## src/rtl/fpcvt_pkg.sv

```systemverilog
// rtl/fpcvt_pkg.sv - shared widths, slot encoding and result record for the FPCVT arbiter
package fpcvt_pkg;

  localparam int FP_DW = 12;
  localparam int FP_EW = 3;
  localparam int FP_FW = 4;

  typedef enum logic [1:0] {
    SLOT_EMPTY    = 2'b00,
    SLOT_INFLIGHT = 2'b01,
    SLOT_FULL     = 2'b10
  } slot_e;

  typedef struct packed {
    logic             s;
    logic [FP_EW-1:0] e;
    logic [FP_FW-1:0] f;
  } res_t;

endpackage

```

## src/rtl/fpcvt.sv

```systemverilog
// rtl/fpcvt.sv - combinational 12-bit two's complement to (S, E, F) converter, half-up rounding
module fpcvt
  import fpcvt_pkg::*;
(
  input  logic [FP_DW-1:0] d_i,
  output logic             s_o,
  output logic [FP_EW-1:0] e_o,
  output logic [FP_FW-1:0] f_o
);

  logic [FP_DW-1:0] mag;
  logic [3:0]       pos;
  logic [FP_EW-1:0] e0;
  logic [FP_FW-1:0] f0;
  logic             rnd;
  logic [FP_FW:0]   fr;

  always_comb begin
    mag = d_i[FP_DW-1] ? (~d_i + 12'd1) : d_i;
    pos = 4'd0;
    for (int i = 0; i < FP_DW; i++) begin
      if (mag[i]) pos = 4'(i);
    end
    // Exponent is the shift that leaves the leading one at the top of the 4-bit window.
    e0  = (pos >= 4'd3) ? 3'(pos - 4'd3) : 3'd0;
    f0  = 4'(mag >> e0);
    rnd = (e0 != 3'd0) ? mag[{1'b0, e0} - 4'd1] : 1'b0;
    fr  = {1'b0, f0} + {4'd0, rnd};

    s_o = d_i[FP_DW-1];
    e_o = e0;
    f_o = fr[FP_FW-1:0];
    if (fr[FP_FW]) begin
      if (e0 == 3'd7) begin
        f_o = 4'b1111;
      end else begin
        e_o = e0 + 3'd1;
        f_o = 4'b1000;
      end
    end
    // Only -2048 reaches bit 11 of the magnitude; it is beyond the representable range.
    if (mag[FP_DW-1]) begin
      e_o = 3'd7;
      f_o = 4'b1111;
    end
  end

endmodule

```

## src/rtl/fpcvt_arb.sv

```systemverilog
// rtl/fpcvt_arb.sv - round-robin sharing of one FPCVT between two valid/ready requesters
module fpcvt_arb
  import fpcvt_pkg::*;
#(
  parameter int CNT_W = 16
) (
  input  logic             clk,
  input  logic             rst,
  input  logic [1:0]       req_valid,
  input  logic [FP_DW-1:0] req_data0,
  input  logic [FP_DW-1:0] req_data1,
  output logic [1:0]       req_ready,
  output logic [1:0]       resp_valid,
  input  logic [1:0]       resp_ready,
  output logic             resp_s0,
  output logic [FP_EW-1:0] resp_e0,
  output logic [FP_FW-1:0] resp_f0,
  output logic             resp_s1,
  output logic [FP_EW-1:0] resp_e1,
  output logic [FP_FW-1:0] resp_f1,
  output logic [CNT_W-1:0] done_cnt0,
  output logic [CNT_W-1:0] done_cnt1
);

  slot_e            slot_q [2];
  slot_e            slot_d [2];
  res_t             res_q  [2];
  res_t             res_d  [2];
  logic [CNT_W-1:0] cnt_q  [2];
  logic [CNT_W-1:0] cnt_d  [2];
  logic [FP_DW-1:0] d_q, d_d;
  logic             own_q, own_d;
  logic             busy_q, busy_d;
  logic             last_q, last_d;

  logic [1:0]       elig;
  logic             gnt_any;
  logic             gnt_idx;
  res_t             cvt;
  logic             cvt_s;
  logic [FP_EW-1:0] cvt_e;
  logic [FP_FW-1:0] cvt_f;

  fpcvt u_fpcvt (
    .d_i (d_q),
    .s_o (cvt_s),
    .e_o (cvt_e),
    .f_o (cvt_f)
  );

  always_comb begin
    cvt = '{s: cvt_s, e: cvt_e, f: cvt_f};

    for (int i = 0; i < 2; i++) begin
      elig[i]       = ~rst & req_valid[i] &
                      ((slot_q[i] == SLOT_EMPTY) | ((slot_q[i] == SLOT_FULL) & resp_ready[i]));
      resp_valid[i] = (slot_q[i] == SLOT_FULL);
    end
    gnt_any   = |elig;
    gnt_idx   = (elig == 2'b11) ? ~last_q : elig[1];
    req_ready = gnt_any ? (gnt_idx ? 2'b10 : 2'b01) : 2'b00;

    d_d    = d_q;
    own_d  = own_q;
    last_d = last_q;
    busy_d = gnt_any;
    if (gnt_any) begin
      own_d  = gnt_idx;
      last_d = gnt_idx;
      d_d    = gnt_idx ? req_data1 : req_data0;
    end

    // Completion, drain and refill may all touch a slot in one cycle; refill wins last.
    for (int i = 0; i < 2; i++) begin
      slot_d[i] = slot_q[i];
      res_d[i]  = res_q[i];
      cnt_d[i]  = cnt_q[i];
      if (busy_q && (own_q == 1'(i))) begin
        slot_d[i] = SLOT_FULL;
        res_d[i]  = cvt;
      end
      if ((slot_q[i] == SLOT_FULL) && resp_ready[i]) begin
        slot_d[i] = SLOT_EMPTY;
        cnt_d[i]  = cnt_q[i] + {{(CNT_W-1){1'b0}}, 1'b1};
      end
      if (gnt_any && (gnt_idx == 1'(i))) begin
        slot_d[i] = SLOT_INFLIGHT;
      end
    end
  end

  always_ff @(posedge clk or posedge rst) begin
    if (rst) begin
      for (int i = 0; i < 2; i++) begin
        slot_q[i] <= SLOT_EMPTY;
        res_q[i]  <= '0;
        cnt_q[i]  <= '0;
      end
      d_q    <= '0;
      own_q  <= 1'b0;
      busy_q <= 1'b0;
      last_q <= 1'b1;
    end else begin
      for (int i = 0; i < 2; i++) begin
        slot_q[i] <= slot_d[i];
        res_q[i]  <= res_d[i];
        cnt_q[i]  <= cnt_d[i];
      end
      d_q    <= d_d;
      own_q  <= own_d;
      busy_q <= busy_d;
      last_q <= last_d;
    end
  end

  assign resp_s0   = res_q[0].s;
  assign resp_e0   = res_q[0].e;
  assign resp_f0   = res_q[0].f;
  assign resp_s1   = res_q[1].s;
  assign resp_e1   = res_q[1].e;
  assign resp_f1   = res_q[1].f;
  assign done_cnt0 = cnt_q[0];
  assign done_cnt1 = cnt_q[1];

endmodule

```

## config.mk

```make
export PLATFORM = sky130hd
export DESIGN_NAME = fpcvt_arb
export DESIGN_NICKNAME = d
export VERILOG_FILES = /design/src/rtl/fpcvt_pkg.sv /design/src/rtl/fpcvt.sv /design/src/rtl/fpcvt_arb.sv
export SDC_FILE = /design/constraint.sdc
export NUM_CORES = 1
export LEC_CHECK = 0
export ABC_AREA = 1
export CORE_UTILIZATION = 50
export CTS_BUF_LIST = sky130_fd_sc_hd__clkbuf_4 sky130_fd_sc_hd__clkbuf_8
export DETAILED_ROUTE_END_ITERATION = 8
export PLACE_DENSITY = 0.85
export SLEW_MARGIN = 0
export SYNTH_ARGS = -nofsm -noshare
export SYNTH_HDL_FRONTEND = slang
export SYNTH_SLANG_ARGS = --single-unit
```

## constraint.sdc

```tcl
create_clock -name clk -period 8.99 [get_ports clk]
set_input_delay 2.2475 -clock clk [delete_from_list [all_inputs] [get_ports clk]]
set_output_delay 2.2475 -clock clk [all_outputs]
set_load 0.01 [all_outputs]
```

; ---- Yosys cells after proc, flatten, opt, wreduce, memory -nomap -nowiden
; Index checks and enable logic that the tools add are counted.
[op_classes]
addsub = 7
order_cmp = 2
n_eq_ne = 4
shift = 1
mux = 32
n_bitwise = 13
reduce_logical = 12
[ops]
columns = operator, count
row1 = "16-bit by 1-bit adder with 16-bit output, second input constant", 2
row2 = 3-bit two-way mux, 9
row3 = 12-bit two-way mux, 2
row4 = 4-bit two-way mux, 6
row5 = 2-bit two-way mux, 10
row6 = "12-bit by 1-bit adder with 12-bit output, second input constant", 1
row7 = 12-bit inverter, 1
row8 = 12-bit by 3-bit >> shifter with 4-bit output, 1
row9 = 3-bit nonzero test, 3
row10 = 1-bit AND, 6
row11 = "2-bit equality test, second input constant", 3
row12 = 1-bit logical AND, 6
row13 = 4-bit by 1-bit adder with 5-bit output, 1
row14 = "4-bit by 5-bit < comparator with 1-bit output, second input constant", 1
row15 = 1-bit binary-select mux with 4-bit select, 1
row16 = "4-bit by 2-bit greater-or-equal comparator with 1-bit output, second input constant", 1
row17 = 2-bit logical NOT, 2
row18 = 1-bit two-way mux, 4
row19 = 1-bit inverter, 4
row20 = "3-bit by 1-bit subtractor with 4-bit output, second input constant", 1
row21 = "3-bit by 1-bit adder with 3-bit output, second input constant", 1
row22 = "3-bit equality test, second input constant", 1
row23 = "3-bit by 2-bit subtractor with 3-bit output, second input constant", 1
row24 = 1-bit bitwise OR, 2
row25 = 2-bit OR reduction, 1
[totals]
reg_bits = 67
input_bits = 30
output_inout_bits = 52
word_cells = 85

; ---- Logic depth before layout (Yosys ltp)
[depth]
word_depth = 23
ltp_mapped = 38
ltp_nobuf = 36

; ---- Hierarchy
; From an unflattened synthesis, not the netlist that was laid out.
[unflattened]
cells_unflattened = 615
hier_area_um2 = 4543.1
[modules_own_cells]
columns = module, n_inst, cells_per_inst, area_per_inst_um2, seq_area_each_um2
row1 = fpcvt_arb, 1, 365, 3180.6, 1677.9
row2 = fpcvt, 1, 250, 1362.6, 0.0

; ---- Worst setup path after synthesis
; Ideal clock, no wire load.
[synth_path]
path_kind = input to output
from = input port rst
to = output port req_ready[0]
arrival_time_ns = 3.546
slack_ns = 3.196
stages = 7
cell_sequence = nor4_1 > nand2_1 > nand2_1 > inv_1 > nor2_1 > clkbuf_1 > buf_4
[synth_between]
elab_chain_len = 7
[synth_lines]
columns = item, line
row1 = from (decl), fpcvt_arb.sv:8  ; input logic rst,
row2 = 1-bit inverter (*), fpcvt_arb.sv:55  ; elig[i] = ~rst & req_valid[i] &
row3 = 1-bit AND (2 in a row), fpcvt_arb.sv:55
row4 = 2-bit equality test, fpcvt_arb.sv:60  ; gnt_idx = (elig == 2'b11) ? ~last_q : elig[1];
row5 = 1-bit two-way mux, fpcvt_arb.sv:60
row6 = 2-bit two-way mux, fpcvt_arb.sv:61  ; req_ready = gnt_any ? (gnt_idx ? 2'b10 : 2'b01) : 2'b00;
row7 = 2-bit two-way mux (*), fpcvt_arb.sv:61
row8 = to (decl), fpcvt_arb.sv:12  ; output logic [1:0] req_ready,
; Mark *: on every way between the ends. The rest lies on a longest branch, timed or not.

; ---- Worst setup path after layout
; Same ends and word-level chain as after synthesis.

==> flow_summary.toml <==
[clocking]
clockBufferDepth = 2
post_cts_buffers = 0
tritoncts = "done"
cts_root_buf = "clkbuf_8"
cts.htree.levels = 3
clock_sinks = 67
insertion_delay_ns = 0.35
cts_buffers = 9
ctsHoldBuffers = 0
clkTransAtPathRegs_ns = 0.07
cts_resized = 0

[setup_path]
critPathRequiredTime_ns = 6.74
cp.arrival_ns = 5.07
worstPathMaxFanout = 16
cp-end-kind = "primary output"
cp-start-kind = "input port"
worst-setup-path-type = "input port to primary output"

[placement]
place_congestion = 0.945
portBuffers = 81
placed_cells = 705
dpl.hpwl_mm = 7.20

[layout]
drive_gt1_share_pct = 9.37
final_nets = 653
syn_to_final_growth_pct = 27.1
num_antenna_cells = 0
multi_input_area_sq_mm = 0.00205
layout.cells.most_common_list = "nand2_1 (179), clkdlybuf4s50_1 (81), dfrtp_1 (66), inv_1 (64), nand3_1 (42)"
mostFrequentLayoutCell = "nand2_1"
nFillCells = 649
layout.cells.non_filler = 721
seq_area_sq_mm = 0.00168

[floorplan]
initial_core_util_pct = 52.2
die_y_um = 92.3
core-area_sq_mm = 0.00781
io_pins = 82
die_width_um = 92.3
die_area_sq_mm = 0.00852
core.rowCount = 32

[timing]
grt_setup_unrepaired = "false"
max_freq_mhz = 137
hold_viol = 0
slew_violations = 0
fin_crit_sh_pct = 81.4
fin_crit_ns = 7.32
finalSetupViolations = 0
holdWs_ns = 0.488
relSlewSlack_pct = 41.6
worst_pin_slew_ns = 0.872
skew_ns = 0.0129
timing.setup.tns_ns = 0

[grt]
grt_pass1_wl_mm = 16.1
grt_max_degree = 68
antenna_found_initial = 0
grt_pass1_vias = 3520
track_usage_pct = 23.9
grt-ovfl-total = 0

[logic_synthesis]
synth_edf_count = 0
synth_seq_cells = 67
synth-seq-area-share_pct = 41.2
ys_types = 39
syn_area_per_cell_sq_um = 7.65
synth_area_sq_mm = 0.00408
synthFlopType = "dfrtp_1"
synthArstFlopShare_pct = 100
postSynthCellCount = 533
yosys_warnings = 0
syn-num-nets = 572

[drt]
first_pass_iters = 5
wl_per_cell_um = 13.1
finalWirelength_mm = 9.46
drt_iter0_markers = 226
drc = 0
final_antenna_net_count = 0
viasPerCell = 5.17
num_vias = 3729

[run_status]
status = "complete, no violations"

[hold_path]
hold_path_class = "flop to flop"

[flow_run]
maxCapViolations = 0
-- per-stage QoR --
stage                     area [sq um]  setup slack [ns]  util (%)
after detailed placement          4950              1.74      63.4
after global placement            4950              1.88      63.4
final                             5180              1.67      66.3
after floorplan                   4080              3.20         -
after CTS                         5180              1.72      66.3
after global routing              5180              1.37      66.3
-- area by class of cell --
class,count,share of cell area [%]
clock buffer,9,2.39
clock inverter,7,2.03
inverter,73,5.31
multi-input combinational,381,39.6
sequential,67,32.4
tap,102,2.46
timing repair buffer,82,15.8
-- final timing paths --
kind	cells after the start	to	slack, ns	startpoint
min	2	resp_f0[3]	0.49	resp_f0[3]
min reg2reg	2	resp_f0[3]	0.49	resp_f0[3]
min in group asynchronous	3	done_cnt1[1]	2.52	rst
max in group asynchronous	3	resp_e0[1]	5.94	rst
max reg2reg	34	resp_e0[1]	4.13	d_q[0]
max	7	req_ready[0]	1.67	rst
-- registers in the layout (all words and copies together), names as in the netlist, 3 cells and up --
| register | flops |
|---|---|
| resp_f1 | 4 |
| done_cnt1 | 16 |
| done_cnt0 | 16 |
| resp_e0 | 3 |
| resp_e1 | 3 |
| resp_f0 | 4 |
| slot_q | 4 |
| d_q | 12 |
-- layer usage --
| metal | part of all wire [%] | vias to the layer above | track usage, % |
|---|---|---|---|
| li1 | - | 1855 | - |
| met1 | 43 | 1735 | 30.4 |
| met2 | 51 | 123 | 41.1 |
| met3 | 4.7 | 16 | 3.81 |
| met4 | 1.8 | 0 | 8.85 |
| met5 | 0 | - | 0 |
-- critical path, cell delays in order --
cell	delay (ns)
clkdlybuf4s50_1	0.45
nor4_1	0.44
nand2_1	0.16
nand2_1	0.15
inv_1	0.21
nor2_1	0.73
clkdlybuf4s50_1	0.68
-- synthesized netlist by cell type (2+ instances only) --
master	count	area share, %
a211oi_1	3	0.55
a21oi_1	8	0.98
buf_2	2	0.25
buf_4	2	0.37
buf_6	2	0.55
clkbuf_1	5	0.46
dfrtp_1	66	41
ha_1	9	2.8
inv_1	65	6.0
inv_2	7	0.64
nand2_1	179	16
nand2_2	11	1.7
nand3_1	42	5.2
nand3_2	4	0.98
nand3_4	2	0.86
nand4_1	14	2.1
nor2_1	27	2.5
nor2_2	4	0.61
nor2_4	4	1.1
nor3_1	2	0.25
nor4_1	4	0.61
o211ai_1	13	2.4
o21ai_0	13	1.6
xnor2_1	13	2.8
xor2_1	18	3.9
-- kinds of logic (layout without fill, tap and decap cells) --
logic type	after synthesis	count (layout)	share of synthesized area (%)
and+or+nand+nor	300	300	34.7
buffers and inverters	85	171	8.47
DFF	67	67	41.2
AOI/OAI and AO/OA	41	41	6.23
xor gates and xnor gates	31	31	6.66
adders and majority gates	9	9	2.76
Power is not shown: default switching activity piles up to over one toggle a cycle in this logic, so the estimate is an artifact.
